--- config.mk ---
export PLATFORM = sky130hd
export DESIGN_NAME = glyph_renderer_flat
export DESIGN_NICKNAME = d
export VERILOG_FILES = /design/src/rtl/pong_pkg.sv /design/src/rtl/glyph_renderer_if.sv /design/src/rtl/blink_ctrl.sv /design/src/rtl/glyph_renderer.sv /design/src/flat_wrapper.sv
export SDC_FILE = /design/constraint.sdc
export NUM_CORES = 1
export LEC_CHECK = 0
export ABC_AREA = 1
export BUFFER_PORTS_ARGS = -buffer_cell sky130_fd_sc_hd__buf_2
export CELL_PAD_IN_SITES_DETAIL_PLACEMENT = 0
export CELL_PAD_IN_SITES_GLOBAL_PLACEMENT = 1
export CORE_UTILIZATION = 34
export DETAILED_ROUTE_END_ITERATION = 10
export MAX_ROUTING_LAYER = met4
export PLACE_DENSITY = 0.95
export RECOVER_POWER = 100
export SYNTH_ARGS = -nofsm -noshare
export SYNTH_HDL_FRONTEND = slang
export SYNTH_SLANG_ARGS = --single-unit
--- constraint.sdc ---
create_clock -name clk -period 3.39 [get_ports clk]
set_input_delay 0.1695 -clock clk [delete_from_list [all_inputs] [get_ports clk]]
set_output_delay 0.1695 -clock clk [all_outputs]
set_load 0.03 [all_outputs]
--- src/rtl/pong_pkg.sv ---
// Shared types and constants for the pong pixel pipeline.
package pong_pkg;

    typedef enum logic [1:0] {L_NONE, L_SCORE, L_BALL, L_WIN} layer_e;

    localparam logic [3:0] GLYPH_CAT = 4'd8;
    localparam logic [3:0] GLYPH_WIN = 4'd9;

    typedef logic [9:0] coord_t;

    // Non-wrapping box test: widened to 11 bits so origin+size never overflows.
    function automatic logic in_range(logic [10:0] p, logic [10:0] org, logic [10:0] size);
        return (p >= org) && ((p - org) < size);
    endfunction

endpackage

--- src/rtl/glyph_renderer_if.sv ---
// Pixel-in / pixel-out bundle for glyph_renderer, including the glyph ROM lookup pair.
interface glyph_renderer_if;
    import pong_pkg::*;

    logic             pix_valid;
    coord_t           pix_x;
    coord_t           pix_y;
    logic             frame_start;
    logic [2:0]       score_l;
    logic [2:0]       score_r;
    coord_t           ball_x;
    coord_t           ball_y;
    logic [1:0]       winner;
    logic [3:0]       glyph_id;
    logic [7:0][15:0] glyph_pic;
    logic             pix_out_valid;
    logic             pix_on;
    layer_e           pix_layer;

    // Timing source / ROM side.
    modport master (
        output pix_valid, pix_x, pix_y, frame_start, score_l, score_r,
        output ball_x, ball_y, winner, glyph_pic,
        input  glyph_id, pix_out_valid, pix_on, pix_layer
    );

    // Renderer side.
    modport slave (
        input  pix_valid, pix_x, pix_y, frame_start, score_l, score_r,
        input  ball_x, ball_y, winner, glyph_pic,
        output glyph_id, pix_out_valid, pix_on, pix_layer
    );

endinterface

--- src/rtl/blink_ctrl.sv ---
// WIN banner blink: counts frames and toggles phase every BLINK_FRAMES frames.
module blink_ctrl #(
    parameter int unsigned BLINK_FRAMES = 30
) (
    input  logic clk,
    input  logic rst,
    input  logic frame_start,
    input  logic winner_active,
    output logic phase
);

    localparam int unsigned CntW = (BLINK_FRAMES > 1) ? $clog2(BLINK_FRAMES) : 1;
    localparam logic [CntW-1:0] CntLast = CntW'(BLINK_FRAMES - 1);

    logic [CntW-1:0] count_q, count_d;
    logic            phase_q, phase_d;
    logic            active_q;

    // Next count/phase; a fresh winner restarts the banner visible, overriding frame_start.
    always_comb begin
        count_d = count_q;
        phase_d = phase_q;
        if (winner_active && !active_q) begin
            count_d = '0;
            phase_d = 1'b1;
        end else if (frame_start) begin
            if (count_q == CntLast) begin
                count_d = '0;
                phase_d = ~phase_q;
            end else begin
                count_d = count_q + 1'b1;
            end
        end
    end

    // Counter, phase and winner-edge history registers.
    always_ff @(posedge clk or posedge rst) begin
        if (rst) begin
            count_q  <= '0;
            phase_q  <= 1'b1;
            active_q <= 1'b0;
        end else begin
            count_q  <= count_d;
            phase_q  <= phase_d;
            active_q <= winner_active;
        end
    end

    assign phase = phase_q;

endmodule

--- src/rtl/glyph_renderer.sv ---
// Two-stage pixel pipeline: stage 1 classifies the pixel and selects a glyph,
// stage 2 samples the ROM bitmap into pix_on/pix_layer.
module glyph_renderer
    import pong_pkg::*;
#(
    parameter int unsigned LX           = 200,
    parameter int unsigned RX           = 408,
    parameter int unsigned SY           = 16,
    parameter int unsigned DIG_SH       = 2,
    parameter int unsigned WX           = 288,
    parameter int unsigned WY           = 224,
    parameter int unsigned WIN_SH       = 2,
    parameter int unsigned BLINK_FRAMES = 30
) (
    input  logic              clk,
    input  logic              rst,
    glyph_renderer_if.slave   bus
);

    localparam logic [10:0] LxO     = 11'(LX);
    localparam logic [10:0] RxO     = 11'(RX);
    localparam logic [10:0] SyO     = 11'(SY);
    localparam logic [10:0] WxO     = 11'(WX);
    localparam logic [10:0] WyO     = 11'(WY);
    localparam logic [10:0] DigSz   = 11'(8 << DIG_SH);
    localparam logic [10:0] WinW    = 11'(16 << WIN_SH);
    localparam logic [10:0] WinH    = 11'(8 << WIN_SH);
    localparam logic [10:0] BallSz  = 11'd8;

    logic phase;
    logic win_active;

    assign win_active = (bus.winner == 2'd1) || (bus.winner == 2'd2);

    blink_ctrl #(
        .BLINK_FRAMES (BLINK_FRAMES)
    ) u_blink (
        .clk           (clk),
        .rst           (rst),
        .frame_start   (bus.frame_start),
        .winner_active (win_active),
        .phase         (phase)
    );

    // Widened coordinates and per-object offsets.
    logic [10:0] px, py, bx, by;
    logic [10:0] win_dx, win_dy, ball_dx, ball_dy, l_dx, r_dx, dig_dy;
    logic        win_hit, ball_hit, l_hit, r_hit;

    assign px      = {1'b0, bus.pix_x};
    assign py      = {1'b0, bus.pix_y};
    assign bx      = {1'b0, bus.ball_x};
    assign by      = {1'b0, bus.ball_y};
    assign win_dx  = px - WxO;
    assign win_dy  = py - WyO;
    assign ball_dx = px - bx;
    assign ball_dy = py - by;
    assign l_dx    = px - LxO;
    assign r_dx    = px - RxO;
    assign dig_dy  = py - SyO;

    assign win_hit  = win_active && phase && in_range(px, WxO, WinW) && in_range(py, WyO, WinH);
    assign ball_hit = in_range(px, bx, BallSz) && in_range(py, by, BallSz);
    assign l_hit    = in_range(px, LxO, DigSz) && in_range(py, SyO, DigSz);
    assign r_hit    = in_range(px, RxO, DigSz) && in_range(py, SyO, DigSz);

    logic       s1_valid_q;
    layer_e     s1_layer_q, s1_layer_d;
    logic [2:0] s1_row_q, s1_row_d;
    logic [3:0] s1_col_q, s1_col_d;
    logic       s1_wide_q, s1_wide_d;
    logic [3:0] glyph_id_q, glyph_id_d;

    // Stage 1 classification in priority order; glyph_id holds when nothing is hit.
    always_comb begin
        s1_layer_d = L_NONE;
        s1_row_d   = '0;
        s1_col_d   = '0;
        s1_wide_d  = 1'b0;
        glyph_id_d = glyph_id_q;
        if (bus.pix_valid) begin
            if (win_hit) begin
                s1_layer_d = L_WIN;
                s1_row_d   = 3'(win_dy >> WIN_SH);
                s1_col_d   = 4'(win_dx >> WIN_SH);
                s1_wide_d  = 1'b1;
                glyph_id_d = GLYPH_WIN;
            end else if (ball_hit) begin
                s1_layer_d = L_BALL;
                s1_row_d   = ball_dy[2:0];
                s1_col_d   = {1'b0, ball_dx[2:0]};
                glyph_id_d = GLYPH_CAT;
            end else if (l_hit) begin
                s1_layer_d = L_SCORE;
                s1_row_d   = 3'(dig_dy >> DIG_SH);
                s1_col_d   = {1'b0, 3'(l_dx >> DIG_SH)};
                glyph_id_d = {1'b0, bus.score_l};
            end else if (r_hit) begin
                s1_layer_d = L_SCORE;
                s1_row_d   = 3'(dig_dy >> DIG_SH);
                s1_col_d   = {1'b0, 3'(r_dx >> DIG_SH)};
                glyph_id_d = {1'b0, bus.score_r};
            end
        end
    end

    // Stage 1 registers.
    always_ff @(posedge clk or posedge rst) begin
        if (rst) begin
            s1_valid_q <= 1'b0;
            s1_layer_q <= L_NONE;
            s1_row_q   <= '0;
            s1_col_q   <= '0;
            s1_wide_q  <= 1'b0;
            glyph_id_q <= '0;
        end else begin
            s1_valid_q <= bus.pix_valid;
            s1_layer_q <= s1_layer_d;
            s1_row_q   <= s1_row_d;
            s1_col_q   <= s1_col_d;
            s1_wide_q  <= s1_wide_d;
            glyph_id_q <= glyph_id_d;
        end
    end

    // Bitmap bit for the stage-1 pixel; glyph_pic already reflects glyph_id_q.
    logic [3:0] bit_col;
    logic       pic_bit;

    assign bit_col = s1_wide_q ? (4'd15 - s1_col_q) : (4'd7 - s1_col_q);
    assign pic_bit = bus.glyph_pic[3'd7 - s1_row_q][bit_col];

    logic   out_valid_q;
    logic   out_on_q;
    layer_e out_layer_q;

    // Stage 2 output registers.
    always_ff @(posedge clk or posedge rst) begin
        if (rst) begin
            out_valid_q <= 1'b0;
            out_on_q    <= 1'b0;
            out_layer_q <= L_NONE;
        end else begin
            out_valid_q <= s1_valid_q;
            out_on_q    <= (s1_layer_q != L_NONE) && pic_bit;
            out_layer_q <= s1_layer_q;
        end
    end

    assign bus.glyph_id      = glyph_id_q;
    assign bus.pix_out_valid = out_valid_q;
    assign bus.pix_on        = out_on_q;
    assign bus.pix_layer     = out_layer_q;

endmodule
--- src/flat_wrapper.sv ---
// flat-port wrapper written by rule: the top's interface ports become plain ports
module glyph_renderer_flat import pong_pkg::*;
#(
    parameter int unsigned LX           = 200,
    parameter int unsigned RX           = 408,
    parameter int unsigned SY           = 16,
    parameter int unsigned DIG_SH       = 2,
    parameter int unsigned WX           = 288,
    parameter int unsigned WY           = 224,
    parameter int unsigned WIN_SH       = 2,
    parameter int unsigned BLINK_FRAMES = 30
)
  (clk, rst, bus_pix_valid, bus_pix_x, bus_pix_y, bus_frame_start, bus_score_l, bus_score_r, bus_ball_x, bus_ball_y, bus_winner, bus_glyph_pic, bus_glyph_id, bus_pix_out_valid, bus_pix_on, bus_pix_layer);
  glyph_renderer_if bus_i ();
  input  logic clk;
  input  logic rst;
  input wire logic [$bits(bus_i.pix_valid)-1:0] bus_pix_valid;
  input wire logic [$bits(bus_i.pix_x)-1:0] bus_pix_x;
  input wire logic [$bits(bus_i.pix_y)-1:0] bus_pix_y;
  input wire logic [$bits(bus_i.frame_start)-1:0] bus_frame_start;
  input wire logic [$bits(bus_i.score_l)-1:0] bus_score_l;
  input wire logic [$bits(bus_i.score_r)-1:0] bus_score_r;
  input wire logic [$bits(bus_i.ball_x)-1:0] bus_ball_x;
  input wire logic [$bits(bus_i.ball_y)-1:0] bus_ball_y;
  input wire logic [$bits(bus_i.winner)-1:0] bus_winner;
  input wire logic [$bits(bus_i.glyph_pic)-1:0] bus_glyph_pic;
  output wire logic [$bits(bus_i.glyph_id)-1:0] bus_glyph_id;
  output wire logic [$bits(bus_i.pix_out_valid)-1:0] bus_pix_out_valid;
  output wire logic [$bits(bus_i.pix_on)-1:0] bus_pix_on;
  output wire logic [$bits(bus_i.pix_layer)-1:0] bus_pix_layer;
  assign bus_i.pix_valid = bus_pix_valid;
  assign bus_i.pix_x = bus_pix_x;
  assign bus_i.pix_y = bus_pix_y;
  assign bus_i.frame_start = bus_frame_start;
  assign bus_i.score_l = bus_score_l;
  assign bus_i.score_r = bus_score_r;
  assign bus_i.ball_x = bus_ball_x;
  assign bus_i.ball_y = bus_ball_y;
  assign bus_i.winner = bus_winner;
  assign bus_i.glyph_pic = bus_glyph_pic;
  assign bus_glyph_id = bus_i.glyph_id;
  assign bus_pix_out_valid = bus_i.pix_out_valid;
  assign bus_pix_on = bus_i.pix_on;
  assign bus_pix_layer = bus_i.pix_layer;
  glyph_renderer #(.LX(LX), .RX(RX), .SY(SY), .DIG_SH(DIG_SH), .WX(WX), .WY(WY), .WIN_SH(WIN_SH), .BLINK_FRAMES(BLINK_FRAMES)) u_core (.clk(clk), .rst(rst), .bus(bus_i));
endmodule
Yosys cells after proc, flatten, opt, wreduce, memory -nomap -nowiden. Cells that the tools add are included.

Bits in latches: 0. Flip-flop bits (word level): 26. Input bits: 180. Memories: 0. Bits in read-only memories: 0. RAM bits: 0.

Add/subtract/negate cells: 11. Div/mod/pow operators: 0. Equal/unequal tests: 3. Multiplexer cells: 32. Shift operators: 0. Order comparisons: 16. Reduce and logical (&&, ||, !) cells: 23. Bitwise logic cells: 1. $mul: 0.

Operators by type and width (count): 16-bit binary-select mux with 3-bit select (1); 11-bit by 6-bit less-than comparator with 1-bit output, second input constant (4); 4-bit two-way mux (9); 11-bit by 4-bit less-than comparator with 1-bit output, second input constant (2); 10-bit by 10-bit subtractor with 11-bit output (2); 10-bit by 8-bit subtractor with 11-bit output, second input constant (2); 10-bit by 9-bit subtractor with 11-bit output, second input constant (2); 10-bit >= comparator (2); 10-bit by 8-bit >= comparator with 1-bit output, second input constant (2); 10-bit by 9-bit >= comparator with 1-bit output, second input constant (2); 3-bit two-way mux (6); 16-bit two-way mux (1); 1-bit logical AND (15); 5-bit two-way mux (3); 11-bit by 7-bit less-than comparator with 1-bit output, second input constant (1); 10-bit by 5-bit subtractor with 11-bit output, second input constant (1); 10-bit by 5-bit >= comparator with 1-bit output, second input constant (1); 2-bit two-way mux (4); 1-bit two-way mux (7); 2-bit nonzero test (3); 5-bit by 1-bit adder with 5-bit output, second input constant (1); 5-bit equality test, second input constant (1); 4-bit by 5-bit less-than comparator with 1-bit output, second input constant (1); 1-bit binary-select mux with 4-bit select (1); 11 further kinds (12).

Depth between registers and ports, before layout.
Depth after elaboration: 9. Gate-level depth with buffers: 19.

Hierarchy. Synthesis repeated with hierarchy kept, for this count alone.

Cell total of the unflattened synthesis: 784. Area, all modules: 4409.2 µm².

By module, submodules not included: glyph_renderer (area each 4012.6 µm², times used 1, sequential area each 475.5 µm², cells an instance 730); blink_ctrl (area each 396.6 µm², times used 1, sequential area each 176.4 µm², cells an instance 54).

Least setup slack after synthesis. Ideal clock, no wire load.

Path kind: input-to-reg. From: input bus_pix_x[0]. To: register u_core.s1_col_q[0]. Buffers on the path: 0. Required time: 3274 ps. Arrival time: 1853 ps. Setup slack: 1421 ps. Cell stages on the path: 18. Path through: inv_1 > ha_1 > inv_1 > fa_1 > nand2_2 > nand2_2 > nand3_1 > nand2_1 > nand2_1 > nand2_1 > nor2_1 > nand2_1 > nor2_2 > nand3_4 > nand3_2 > nand2_2 > nand2_1 > nand2_1.

Cells in the longest elaborated chain, start to end: 9. Elaborated cells between the ends (all ways): 26.

RTL lines: start, declared (RTL line flat_wrapper.sv:18) `input wire logic [$bits(bus_i.pix_x)-1:0] bus_pix_x;`; 10-bit by 9-bit subtractor with 11-bit output (RTL line glyph_renderer.sv:59) `assign r_dx = px - RxO;`; 11-bit by 6-bit less-than comparator with 1-bit output (RTL line pong_pkg.sv:13) `return (p >= org) && ((p - org) < size);`; 1-bit logical AND (RTL line pong_pkg.sv:13); 1-bit logical AND (RTL line glyph_renderer.sv:65) `assign r_hit = in_range(px, RxO, DigSz) && in_range(py, SyO, DigSz);`; 3-bit two-way mux (RTL line glyph_renderer.sv:98) `end else if (r_hit) begin`; 4-bit two-way mux (RTL line glyph_renderer.sv:93) `end else if (l_hit) begin`; 4-bit two-way mux (RTL line glyph_renderer.sv:88) `end else if (ball_hit) begin`; 4-bit two-way mux (*) (RTL line glyph_renderer.sv:82) `if (win_hit) begin`; 4-bit two-way mux (*) (RTL line glyph_renderer.sv:81) `if (bus.pix_valid) begin`; net u_core.s1_col_d[0] (RTL line glyph_renderer.sv:70) `logic [3:0] s1_col_q, s1_col_d;`; end signal, assigned (RTL line glyph_renderer.sv:120) `s1_col_q <= s1_col_d;`; end, declared (RTL line glyph_renderer.sv:70).

The timed path passes the listed nets; every way through them passes the cells marked *. A chain may end at the register's enable or synchronous reset.

Final worst setup path.
From: register u_core.s1_row_q[0]. To: register u_core.out_on_q (netlist: u_core.bus.pix_on).

Cells in the longest elaborated chain, start to end: 6.

RTL lines: start, declared (RTL line glyph_renderer.sv:69) `logic [2:0] s1_row_q, s1_row_d;`; start signal, assigned (RTL line glyph_renderer.sv:119) `s1_row_q <= s1_row_d;`; 3-bit subtractor (RTL line glyph_renderer.sv:131) `assign pic_bit = bus.glyph_pic[3'd7 - s1_row_q][bit_col];`; 16-bit binary-select mux with 3-bit select (RTL line glyph_renderer.sv:131); 16-bit two-way mux (implied by the code) (RTL line glyph_renderer.sv:131); 1-bit binary-select mux with 4-bit select (RTL line glyph_renderer.sv:131); 1-bit two-way mux (implied by the code) (RTL line glyph_renderer.sv:131); 1-bit logical AND (RTL line glyph_renderer.sv:145) `out_on_q <= (s1_layer_q != L_NONE) && pic_bit;`; end signal, assigned (RTL line glyph_renderer.sv:145); end, declared (RTL line glyph_renderer.sv:134) `logic out_on_q;`.

No other way between the ends. The select of a mux whose other input is x is not followed.

==> flow_metrics.env <==
export IMPL_seq_power_share_pct=29.2
export IMPL_muxShareOfSynthArea_pct=0.538
export IMPL_leakagePower_nw=3.05
export IMPL_cts_repair_resized=0
export IMPL_peakVddDrop_mv=0.168
export IMPL_first_pass_iters=4
export IMPL_power_internal_mw=0.784
export IMPL_cts_sinks=26
export IMPL_route_detailed_drc=0
export IMPL_cts_max_level=1
export IMPL_insertion_delay_ns=0.26
export IMPL_die_y_um=113
export IMPL_start_kind="register"
export IMPL_grt_setup_unrepaired="false"
export IMPL_finalSetupViolCount=0
export IMPL_io_pins=188
export IMPL_area_delta_synth_final_pct=26.0
export IMPL_drtAntennaViolNets=0
export IMPL_grt_pass1_wl_mm=22.3
export IMPL_diodes=0
export IMPL_syn_num_nets=964
export IMPL_synth_xor_area_share_pct=1.05
export IMPL_dr_total_vias=5306
export IMPL_dr_first_iter_drc_count=233
export IMPL_synth_compound_area_share_pct=19.0
export IMPL_initial_core_util_pct=34.8
export IMPL_skew_ns=0.00723
export IMPL_p_per_area_nw_per_um2=228
export IMPL_grt_overflow=0
export IMPL_synth_adder_area_share_pct=9.93
export IMPL_p_switching_mw=0.421
export IMPL_ys_seq_area_share_pct=15.6
export IMPL_crit_path_max_fanout=33
export IMPL_dieArea_um2=12800
export IMPL_post_place_ws_ns=1.08
export IMPL_wl_per_cell_um=12.6
export IMPL_io_buffers=187
export IMPL_fp_coreArea_um2=12000
export IMPL_cts_path_max_buffers=2
export IMPL_timing_final_hold_violations=0
export IMPL_final_max_slew_viol_count=0
export IMPL_cts_hold_buf=0
export IMPL_cts_root_buf="clkbuf_16"
export IMPL_p_clk_share_pct=28.1
export IMPL_slew_headroom_pct=38.8
export IMPL_multiInputGateArea_um2=2990
export IMPL_required_ns=3.59
export IMPL_grt_max_degree=65
export IMPL_cap_violations=0
export IMPL_yosys_area_share_simple_pct=41.7
export IMPL_clkTransAtPathRegs_ns=0.06
export IMPL_hp_class="primary input to asynchronous set/reset pin"
export IMPL_synth_seq_cells=26
export IMPL_hpwl_mm=11.3
export IMPL_postLayoutSetupSlackWorst_ns=0.904
export IMPL_critPathKind="register to register"
export IMPL_p_sw_share_pct=35.0
export IMPL_routed_via_density=4.97
export IMPL_end_kind="register"
export IMPL_period_minus_slack_ns=2.49
export IMPL_syn_cell_area_um2=4190
export IMPL_rows=40
export IMPL_fin_crit_sh_pct=73.3
export IMPL_yosysWarningCount=0
export IMPL_routed_wl_mm=13.5
export IMPL_status="completed"
export IMPL_seqCellArea_um2=653
export IMPL_yosysUniqueCellTypes=34
export IMPL_numCtsBuffers=3
export IMPL_pwr_share_comb_pct=42.8
export IMPL_finalSetupTns_ns=0
export IMPL_netlist_instances=752
export IMPL_cp_data_arrival_time_ns=2.68
export IMPL_fmax_mhz=402
export IMPL_track_usage_pct=21.8
export IMPL_post_cts_buffers=0
export IMPL_final_layout_size_suffix_gt1_share_pct=22.0
export IMPL_grt_pass1_vias=5011
export IMPL_synth_top_family_by_area="simple AND/OR/NAND/NOR gates"
export IMPL_avgSynthCellArea_um2=5.57
export IMPL_tightest_slew_ns=0.917
export IMPL_die_w_um=113
export IMPL_antenna_found_initial=0
export IMPL_nNetsFinal=1134
export IMPL_cts_tree="built"
export IMPL_fillers=1351
export IMPL_place_congestion=0.910
==> final cells by class <==
cell class	count	area share, %
Multi-Input combinational cell	595	56.6
Timing Repair Buffer	190	17.9
Sequential cell	26	12.4
Inverter	106	7.55
Tap cell	147	3.49
Clock buffer	3	1.42
Clock inverter	1	0.570
==> registers in the layout, indices dropped and copies added, names as in the netlist <==
signal	count
u_core.bus.pix_out_valid	1
u_core.bus.glyph_id	4
u_core.s1_col_q	4
u_core.bus.pix_layer	2
u_core.s1_valid_q	1
u_core.u_blink.count_q	5
u_core.s1_wide_q	1
u_core.u_blink.phase	1
u_core.s1_layer_q	2
u_core.s1_row_q	3
u_core.u_blink.active_q	1
u_core.bus.pix_on	1
==> layout by cell type (no fill, tap or decap) <==
master       n
nand3_1     60
or2_2        2
buf_2      177
nand3b_1     2
and3_1       3
o21ai_0     86
mux2_2       2
dfrtp_1     24
o22ai_1     34
dfstp_2      1
nor2_2       1
nor2_1     108
nor3_2       1
nand3_2      3
buf_4        3
inv_2        3
o21a_1       1
inv_1      103
nand2_2      4
clkbuf_1    10
nor3_1       4
clkbuf_16    3
o211ai_1     3
dfrtp_2      1
bufinv_16    1
nand4_1     13
or2_1        1
a21oi_1     22
fa_1         2
o21ai_1      2
nand2_1    205
nor2_4       1
xnor2_1      5
ha_1        30
==> cells by family (layout without fill, tap and decap cells) <==
| family | count (synthesis) | after routing |
|---|---|---|
| fa+ha+maj | 32 | 32 |
| compound gates | 148 | 148 |
| simple gates | 408 | 408 |
| flops | 26 | 26 |
| xor+xnor | 5 | 5 |
| buf+inv | 131 | 300 |
| mux | 2 | 2 |
==> worst paths after layout <==
path,startpoint,to,slack (ns),depth (start not counted)
hold / removal,rst,u_core.s1_valid_q,0.1,2
max in group asynchronous,rst,u_core.s1_row_q[0],2.66,2
min in group clk,bus_pix_y[3],u_core.s1_row_q[1],0.18,3
setup / recovery,u_core.s1_row_q[0],u_core.bus.pix_on,0.90,10
setup reg to reg,u_core.s1_row_q[0],u_core.bus.pix_on,0.90,10
hold reg to reg,u_core.s1_valid_q,u_core.bus.pix_out_valid,0.36,0
==> through the flow <==
| step | std cells | util, % | instance area [µm²] | power (mW) | hold slack, ns |
|---|---|---|---|---|---|
| floorplan | 752 | - | 4190 | 0.675 | 0.201 |
| global placement | 1064 | 43.4 | 5220 | 0.873 | 0.335 |
| detailed placement | 1064 | 43.4 | 5220 | 0.876 | 0.341 |
| CTS | 1068 | 44.3 | 5320 | 1.22 | 0.128 |
| global route | 1068 | 43.9 | 5270 | 1.31 | 0.179 |
| finish | 1068 | 43.9 | 5270 | 1.20 | 0.0976 |
==> worst max-delay path, stage by stage (launching register included) <==
cell and delay (ns):
dfrtp_2 0.40, inv_1 0.63, buf_4 0.41, o21ai_0 0.15, o22ai_1 0.25, o21ai_0 0.11
o21ai_0 0.18, o21ai_0 0.09, nand2_1 0.06, nor2_1 0.04, nor2_1 0.10
==> power by group through the flow <==
stage | Combinational [mW] | Sequential [mW] | Clock [mW]
global placement | 0.516 | 0.357 | 0
finish | 0.515 | 0.351 | 0.338
global route | 0.593 | 0.355 | 0.364
CTS | 0.523 | 0.351 | 0.344
detailed placement | 0.520 | 0.356 | 0
floorplan | 0.314 | 0.361 | 0
==> per-layer routing <==
metal / part of all wire (%) / vias up / routed length, µm / GRT usage [%]
met1: 43 / 2337 / 5820 / 24.8
met5: 0 / - / 0 / -
met3: 5.8 / 22 / 781 / 2.04
li1: - / 2782 / - / -
met4: 2.4 / 0 / 321 / 6.14
met2: 49 / 165 / 6580 / 40.7
==> cell usage after synthesis (all sizes together) <==
cell type	number	share of area, %
o21ai	88	11
buf	8	1.1
clkbuf	17	1.6
dfstp	1	0.63
nor3	5	0.72
xnor2	5	1.0
and3	3	0.45
nand3	63	8.4
or2	3	0.45
mux2	2	0.54
inv	106	9.5
dfrtp	25	15
nand4	13	1.9
o22ai	34	5.1
nand3b	2	0.36
ha	30	9.0
a21oi	22	2.7
o21a	1	0.18
fa	2	0.96
nor2	110	10
nand2	209	19
o211ai	3	0.54
No activity file was read; power rests on OpenSTA's default activity.
